## src/rtl/digital_clock_rtc.sv

```systemverilog
// digital_clock_rtc: prescaled hh:mm:ss real-time clock, 24-hour internal count.
// Adds time load with range check, 12/24-hour display, day-wrap pulse, optional alarm.
//
// Optional feature macro: DIGITAL_CLOCK_ALARM_EN (adds the alarm ports and logic)
//
// Ports:
//   Clk, reset_n                           clock, async active-low reset
//   set_en, set_hours/minutes/seconds      time load (24-hour form)
//   mode_12h                               display format select
//   alarm_set, alarm_hours/minutes,
//   alarm_on, alarm_ack, alarm             alarm (DIGITAL_CLOCK_ALARM_EN only)
//   seconds, minutes, hours, pm            displayed time
//   sec_tick, day_wrap, set_err            one-cycle registered pulses
module digital_clock_rtc #(
    parameter int CLK_DIV = 100,
    parameter int DIV_W   = 24
) (
    input  logic       Clk,
    input  logic       reset_n,
    input  logic       set_en,
    input  logic [4:0] set_hours,
    input  logic [5:0] set_minutes,
    input  logic [5:0] set_seconds,
    input  logic       mode_12h,
`ifdef DIGITAL_CLOCK_ALARM_EN
    input  logic       alarm_set,
    input  logic [4:0] alarm_hours,
    input  logic [5:0] alarm_minutes,
    input  logic       alarm_on,
    input  logic       alarm_ack,
    output logic       alarm,
`endif
    output logic [5:0] seconds,
    output logic [5:0] minutes,
    output logic [4:0] hours,
    output logic       pm,
    output logic       sec_tick,
    output logic       day_wrap,
    output logic       set_err
);

    localparam logic [DIV_W-1:0] DIV_MAX = DIV_W'(CLK_DIV - 1);

    logic [DIV_W-1:0] div;
    logic [5:0]       sec_q;
    logic [5:0]       min_q;
    logic [4:0]       hr_q;

    logic       tick;
    logic       load_ok;
    logic       load_bad;
    logic [5:0] nsec;
    logic [5:0] nmin;
    logic [4:0] nhr;
    logic       nwrap;

    assign tick     = (div == DIV_MAX);
    assign load_ok  = set_en && (set_hours <= 5'd23) &&
                      (set_minutes <= 6'd59) && (set_seconds <= 6'd59);
    assign load_bad = set_en && !load_ok;

    // Time one second ahead of the current count, with carries.
    always_comb begin
        nsec  = sec_q + 6'd1;
        nmin  = min_q;
        nhr   = hr_q;
        nwrap = 1'b0;
        if (sec_q == 6'd59) begin
            nsec = 6'd0;
            nmin = min_q + 6'd1;
            if (min_q == 6'd59) begin
                nmin = 6'd0;
                nhr  = hr_q + 5'd1;
                if (hr_q == 5'd23) begin
                    nhr   = 5'd0;
                    nwrap = 1'b1;
                end
            end
        end
    end

`ifdef DIGITAL_CLOCK_ALARM_EN
    logic [4:0] al_hr;
    logic [5:0] al_min;
    logic       al_ok;
    logic       al_bad;
    logic       al_hit;

    assign al_ok  = (alarm_hours <= 5'd23) && (alarm_minutes <= 6'd59);
    assign al_bad = alarm_set && !al_ok;
    // Only a counted second can fire the alarm; a load never does.
    assign al_hit = tick && !load_ok && alarm_on &&
                    (nhr == al_hr) && (nmin == al_min) &&
                    (nsec == 6'd0);

    always_ff @(posedge Clk or negedge reset_n) begin
        if (!reset_n) begin
            al_hr  <= 5'd0;
            al_min <= 6'd0;
            alarm  <= 1'b0;
        end else begin
            if (alarm_set && al_ok) begin
                al_hr  <= alarm_hours;
                al_min <= alarm_minutes;
            end
            // A hit takes priority over a simultaneous ack.
            if (al_hit) begin
                alarm <= 1'b1;
            end else if (alarm_ack) begin
                alarm <= 1'b0;
            end
        end
    end
`else
    logic al_bad;
    assign al_bad = 1'b0;
`endif

    always_ff @(posedge Clk or negedge reset_n) begin
        if (!reset_n) begin
            div      <= '0;
            sec_q    <= 6'd0;
            min_q    <= 6'd0;
            hr_q     <= 5'd0;
            sec_tick <= 1'b0;
            day_wrap <= 1'b0;
            set_err  <= 1'b0;
        end else begin
            set_err  <= load_bad || al_bad;
            sec_tick <= 1'b0;
            day_wrap <= 1'b0;
            if (load_ok) begin
                // Load restarts the second and swallows any tick.
                div   <= '0;
                sec_q <= set_seconds;
                min_q <= set_minutes;
                hr_q  <= set_hours;
            end else begin
                div <= tick ? '0 : div + DIV_W'(1);
                if (tick) begin
                    sec_q    <= nsec;
                    min_q    <= nmin;
                    hr_q     <= nhr;
                    sec_tick <= 1'b1;
                    day_wrap <= nwrap;
                end
            end
        end
    end

    assign seconds = sec_q;
    assign minutes = min_q;

    // Display mapping; the internal count stays in 24-hour form.
    always_comb begin
        hours = hr_q;
        pm    = 1'b0;
        if (mode_12h) begin
            pm = (hr_q >= 5'd12);
            if (hr_q == 5'd0) begin
                hours = 5'd12;
            end else if (hr_q > 5'd12) begin
                hours = hr_q - 5'd12;
            end
        end
    end

endmodule

```

## config.mk

```make
export PLATFORM = sky130hd
export DESIGN_NAME = digital_clock_rtc
export DESIGN_NICKNAME = d
export VERILOG_FILES = /design/src/rtl/digital_clock_rtc.sv
export SDC_FILE = /design/constraint.sdc
export NUM_CORES = 1
export LEC_CHECK = 0
export ABC_AREA = 1
export ABC_CLOCK_PERIOD_IN_PS = 1700
export CAP_MARGIN = 15
export CORE_MARGIN = 2
export CORE_UTILIZATION = 50
export DETAILED_ROUTE_END_ITERATION = 12
export MAX_ROUTING_LAYER = met4
export PLACE_DENSITY = 0.77
export SYNTH_ARGS = -nofsm -noshare
export SYNTH_HDL_FRONTEND = slang
export SYNTH_SLANG_ARGS = --single-unit
```

## constraint.sdc

```tcl
create_clock -name Clk -period 1.7 [get_ports Clk]
set_clock_uncertainty 0.2 [all_clocks]
set_input_delay 0.17 -clock Clk [delete_from_list [all_inputs] [get_ports Clk]]
set_output_delay 0.17 -clock Clk [all_outputs]
set_load 0.05 [all_outputs]
```

=== After elaboration in Yosys (flattened, before gate mapping) ===
Cells that the tools add are included.

* Input port bits: 21
* Register bits: 44
* Output and inout bits: 21
* Word-level logic and storage cells: 57

* Add/sub/neg operators: 5
* Muxes and demuxes: 25
* Equality and inequality tests: 4
* Magnitude comparators: 5
* Reductions and logical operators: 11

{| class="wikitable"
|+ Operator list
! operator !! number
|-
| $mux W24 || 2
|-
| $mux W6 || 7
|-
| $mux W5 || 8
|-
| $add A24 B1 Y24 const B || 1
|-
| $eq A24 B7 Y1 const B || 1
|-
| $add A6 B1 Y6 const B || 2
|-
| $eq A6 B6 Y1 const B || 2
|-
| $le A6 B6 Y1 const B || 2
|-
| $mux W1 || 8
|-
| $reduce_bool A2 Y1 || 3
|-
| $add A5 B1 Y5 const B || 1
|-
| $eq A5 B5 Y1 const B || 1
|-
| $ge A5 B4 Y1 const B || 1
|-
| $gt A5 B4 Y1 const B || 1
|-
| $le A5 B5 Y1 const B || 1
|-
| $logic_not A5 Y1 || 1
|-
| $sub A5 B4 Y5 const B || 1
|-
| $logic_and A1 B1 Y1 || 4
|-
| $reduce_and A3 Y1 || 1
|-
| $reduce_and A2 Y1 || 1
|-
| $logic_not A1 Y1 || 1
|}

=== Logic depth before layout (Yosys ltp) ===
Gate-level depths: netlist of run 1.

* Depth in word-level cells: 6
* Gate-level depth with buffers: 10
* Depth with buffers taken out: 10

=== Worst setup path before layout of run 1 ===
OpenSTA, ideal clock, no wires.

* Path kind: reg2out
* Start point: register hr_q[2]
* End point: output hours[2]
* Slack: -0.690 ns
* Buffers on the path: 0
* Stages on the path, launching flop included: 6
* Arrival: 2.020 ns
* Cells stage by stage: dfrtp_1 -> ha_1 -> nand2_1 -> o21ai_1 -> nor2_2 -> o21ai_0

* Longest elaborated chain between the ends: 4
* Elaborated cells between the ends (all ways): 6
* Those cells by class: add/sub: 1; order compare: 1; mux: 3; reduce/logical: 1

{| class="wikitable"
|+ RTL lines
! element !! line !! text
|-
| start, declared || 47 || <nowiki>logic [4:0] hr_q;</nowiki>
|-
| start signal, assigned || 137 || <nowiki>hr_q <= set_hours;</nowiki>
|-
| start signal, assigned || 143 || <nowiki>hr_q <= nhr;</nowiki>
|-
| $sub A5 B4 Y5 / $gt A5 B4 Y1 (equally long branches) || 163, 162 ||
|-
| $mux W5 || 162 || <nowiki>end else if (hr_q > 5'd12) begin</nowiki>
|-
| $mux W5 || 160 || <nowiki>if (hr_q == 5'd0) begin</nowiki>
|-
| $mux W5 * || 158 || <nowiki>if (mode_12h) begin</nowiki>
|-
| end, declared || 35 || <nowiki>output logic [4:0] hours,</nowiki>
|}

Mark *: on every way between the ends. The rest lies on a longest branch, timed or not.

=== Final worst setup path of run 1 ===
* Start point: register hr_q[0]
* End point: output hours[3]

* Longest elaborated chain between the ends: 4
* Elaborated cells between the ends (all ways): 6
* Those cells by class: add/sub: 1; order compare: 1; mux: 3; reduce/logical: 1

{| class="wikitable"
|+ RTL lines
! element !! line
|-
| $sub A5 B4 Y5 / $gt A5 B4 Y1 (equally long branches) || 163, 162
|-
| $mux W5 || 162
|-
| $mux W5 * || 160
|-
| $mux W5 * || 158
|}

Marked as above.

==> results.toml, run 1 <==
[final_layout]
fin_nets = 563
final_core_util = 0.782
drive_gt1_frac = 0.357
finalInstanceArea_um2 = 4550
diodes = 0
area_growth_pct = 53.2

[floorplan]
io-pin-count = 42
fp.dieH_um = 81.0
core_um2 = 5820
start_util = 0.510
fp.dieW_um = 81.0
fp.dieArea_um2 = 6570
row_count = 28

[global_routing]
grt_pass1_vias = 2882
antenna_found_initial = 0
grt_use_total = 0.269
grt_pass1_wl_um = 13300
grt_max_degree = 33
overflow = 0

[synth]
synthDistinctLibCells = 33
seq_area_frac_synth = 0.371
yosys_warnings = 0
synthArstFlopShare = 1.00
synth_most_common_cell = "nand2_1"
ys_ff_latch = 44
synth_area_leaders = "dfrtp_1, nand2_1, nor2_1"
syn_area_um2 = 2970
synth_top_area_frac = 0.371
synth_common_cells = "nand2_1, nor2_1, dfrtp_1"
syn_nets = 449
synth_top_area_cell = "dfrtp_1"
synth_ff_type = "dfrtp_1"
synth-edff-count = 0
synthCells = 420
avgSynthCellArea_um2 = 7.06

[timing]
final.setup.worst_slack_ns = -0.368
finalSetupViolCount = 16
tightest_slew_ns = 0.339
relSlewSlack = 0.772
fin_tns_setup_ns = -2.11
hold_violations = 0
min_period_over_period = 1.22
period_minus_slack_ns = 2.07
grt_setup_unrepaired = "true"
clock.fmax_ghz = 0.484
drv_slew = 0

[place]
place_area_um2 = 3980
dpl.hpwl_um = 5810
gp_congestion = 0.928
io_buffers = 41

[drt]
wire_per_inst_um = 14.2
vias_per_cell = 5.09
drc_errors = 0
num_vias = 3105
final_antenna_net_count = 0
firstDrtPassIters = 5
drt-total-wl_um = 8650
drtIter0Drc = 215

[setup_path]
start_kind = "flop"
critPathKind = "reg -> out"
path_cells = "inv_2, ha_4, nand2_4, o21ai_4, nor2_4, buf_6, o21ai_4, buf_12"
end_kind = "output pin"
cp.arrival_ns = 1.70
timing.critical_path.mode_cell = "o21ai_4"
critPathMaxStageDelay_ns = 0.41
cp_num_buf_inv = 3
crit_family = "flip-flops"
path_max_fanout = 3
required_ns = 1.33
crit_slowest_cell = "dfrtp_1"

[clock_tree]
clkTransAtPathRegs_ns = 0.08
htree_levels = 2
clkLatencyLatePin_ns = 0.30
cts_tree = "done"
cts_max_path_buffers = 2
cts_sinks = 44
cts.root.buffer_cell = "clkbuf_8"
numCtsBuffers = 5

[min_path]
hp-class = "in -> async"

[power]
cellLeakagePower_nw = 2.07
power_density_nw_per_um2 = 1140
ir_drop_v = 0.00114

[status]
violations = "negative setup slack"
status = "finished with violations"

[run]
cap_violations = 0
## flip-flops by register name, summed over array words and instances, names as in the netlist
signal and count:
div 24, minutes 6, seconds 6, hr_q 5
day_wrap 1, sec_tick 1, set_err 1
## cell families (layout without fill, tap and decap cells)
family / after synthesis / count (layout) / synth area share
xor gates and xnor gates: 19 / 19 / 0.0561
and+or+nand+nor: 288 / 290 / 0.434
buffers and inverters: 39 / 152 / 0.0620
adders and majority gates: 8 / 8 / 0.0337
AOI/OAI and AO/OA: 22 / 22 / 0.0426
DFF: 44 / 44 / 0.371
## timing repair
item | CTS | global route
buffers inserted | 12 | 7
pin swaps | 8 | 16
hold endpoints to repair | 44 | 0
gates cloned | 2 | 0
gates resized for setup | 29 | 53
hold buffers | 1 | 0
setup endpoints to repair | 20 | 38
## through the flow
step           cells  hold WS (ns)  total power, mW  worst slack [ns]
3_5_place_dp     582        -0.112             3.79            -0.128
2_1_floorplan    420        -0.326             2.71           -0.0489
6_report         610        0.0907             5.17            -0.368
3_3_place_gp     582        -0.118             3.74           -0.0866
4_1_cts          604        0.0960             4.81            -0.317
5_1_grt          610         0.123             5.41            -0.425
## layout make-up
| cell class | instances | area (um^2) |
|---|---|---|
| Clock buffer | 7 | 76.3 |
| Fill cell | 391 | 1270 |
| Tap cell | 75 | 93.8 |
| Inverter | 34 | 148 |
| Sequential cell | 44 | 1120 |
| Timing Repair Buffer | 110 | 1050 |
| Multi-Input combinational cell | 339 | 2030 |
| Clock inverter | 1 | 30.0 |
## worst register-to-register path, cell delays in order (launching register included)
cell and delay (ns):
dfrtp_2 0.46, inv_4 0.11, buf_4 0.12, buf_4 0.12
ha_4 0.14, nand3_4 0.11, nand2_2 0.09, inv_1 0.05
nand2_1 0.07, nand2_1 0.07, nand3_1 0.11, nand2_2 0.06
## metal layers
| metal | part of all wire | wire length (um) | GRT usage |
|---|---|---|---|
| met5 | 0 | 0 | - |
| met4 | 0.015 | 126 | 0.0542 |
| met3 | 0.033 | 287 | 0.0378 |
| met2 | 0.51 | 4430 | 0.452 |
| met1 | 0.44 | 3800 | 0.351 |
## cell usage in the layout, fill, tap and decap left out, types with 3 or more instances in the layout
| cell type | n |
|---|---|
| nand2_8 | 4 |
| nand4_1 | 4 |
| clkbuf_8 | 5 |
| dfrtp_2 | 13 |
| xnor2_1 | 10 |
| clkdlybuf4s50_1 | 19 |
| nand2_1 | 125 |
| nor2_2 | 12 |
| ha_4 | 7 |
| buf_12 | 13 |
| dfrtp_1 | 31 |
| inv_4 | 5 |
| buf_6 | 4 |
| o21ai_4 | 4 |
| nor2_4 | 9 |
| o21ai_1 | 7 |
| inv_2 | 4 |
| nand2_2 | 21 |
| nand2_4 | 3 |
| nor3_1 | 4 |
| buf_4 | 72 |
| a21oi_1 | 4 |
| nand3_1 | 29 |
| nor2_1 | 66 |
| xor2_1 | 9 |
| inv_1 | 23 |
## worst paths after layout
| path | from | to | slack [ns] | cells past startpoint |
|---|---|---|---|---|
| max in group asynchronous | reset_n | hr_q[2] | 0.71 | 3 |
| max | hr_q[0] | hours[3] | -0.37 | 8 |
| max reg2reg | hr_q[3] | hr_q[1] | -0.10 | 11 |
| min reg2reg | minutes[5] | minutes[5] | 0.36 | 2 |
| min in group Clk | set_en | set_err | 0.25 | 3 |
| min | reset_n | seconds[4] | 0.09 | 2 |
## where the power goes
group	total [mW]	internal (mW)	switching, mW	leakage, nW
clock network	0.796	0.440	0.356	0.0524
logic	2.98	1.34	1.64	1.45
registers	1.40	1.21	0.183	0.566
No activity file was read; power rests on OpenSTA's default activity.
==> run 2: changes to the inputs <==
CTS_CLUSTER_DIAMETER = 120   (was not set)
CTS_CLUSTER_SIZE = 28   (was not set)
==> results of run 2 <==
No change in the layout: final DEF, timing and power equal those of run 1.
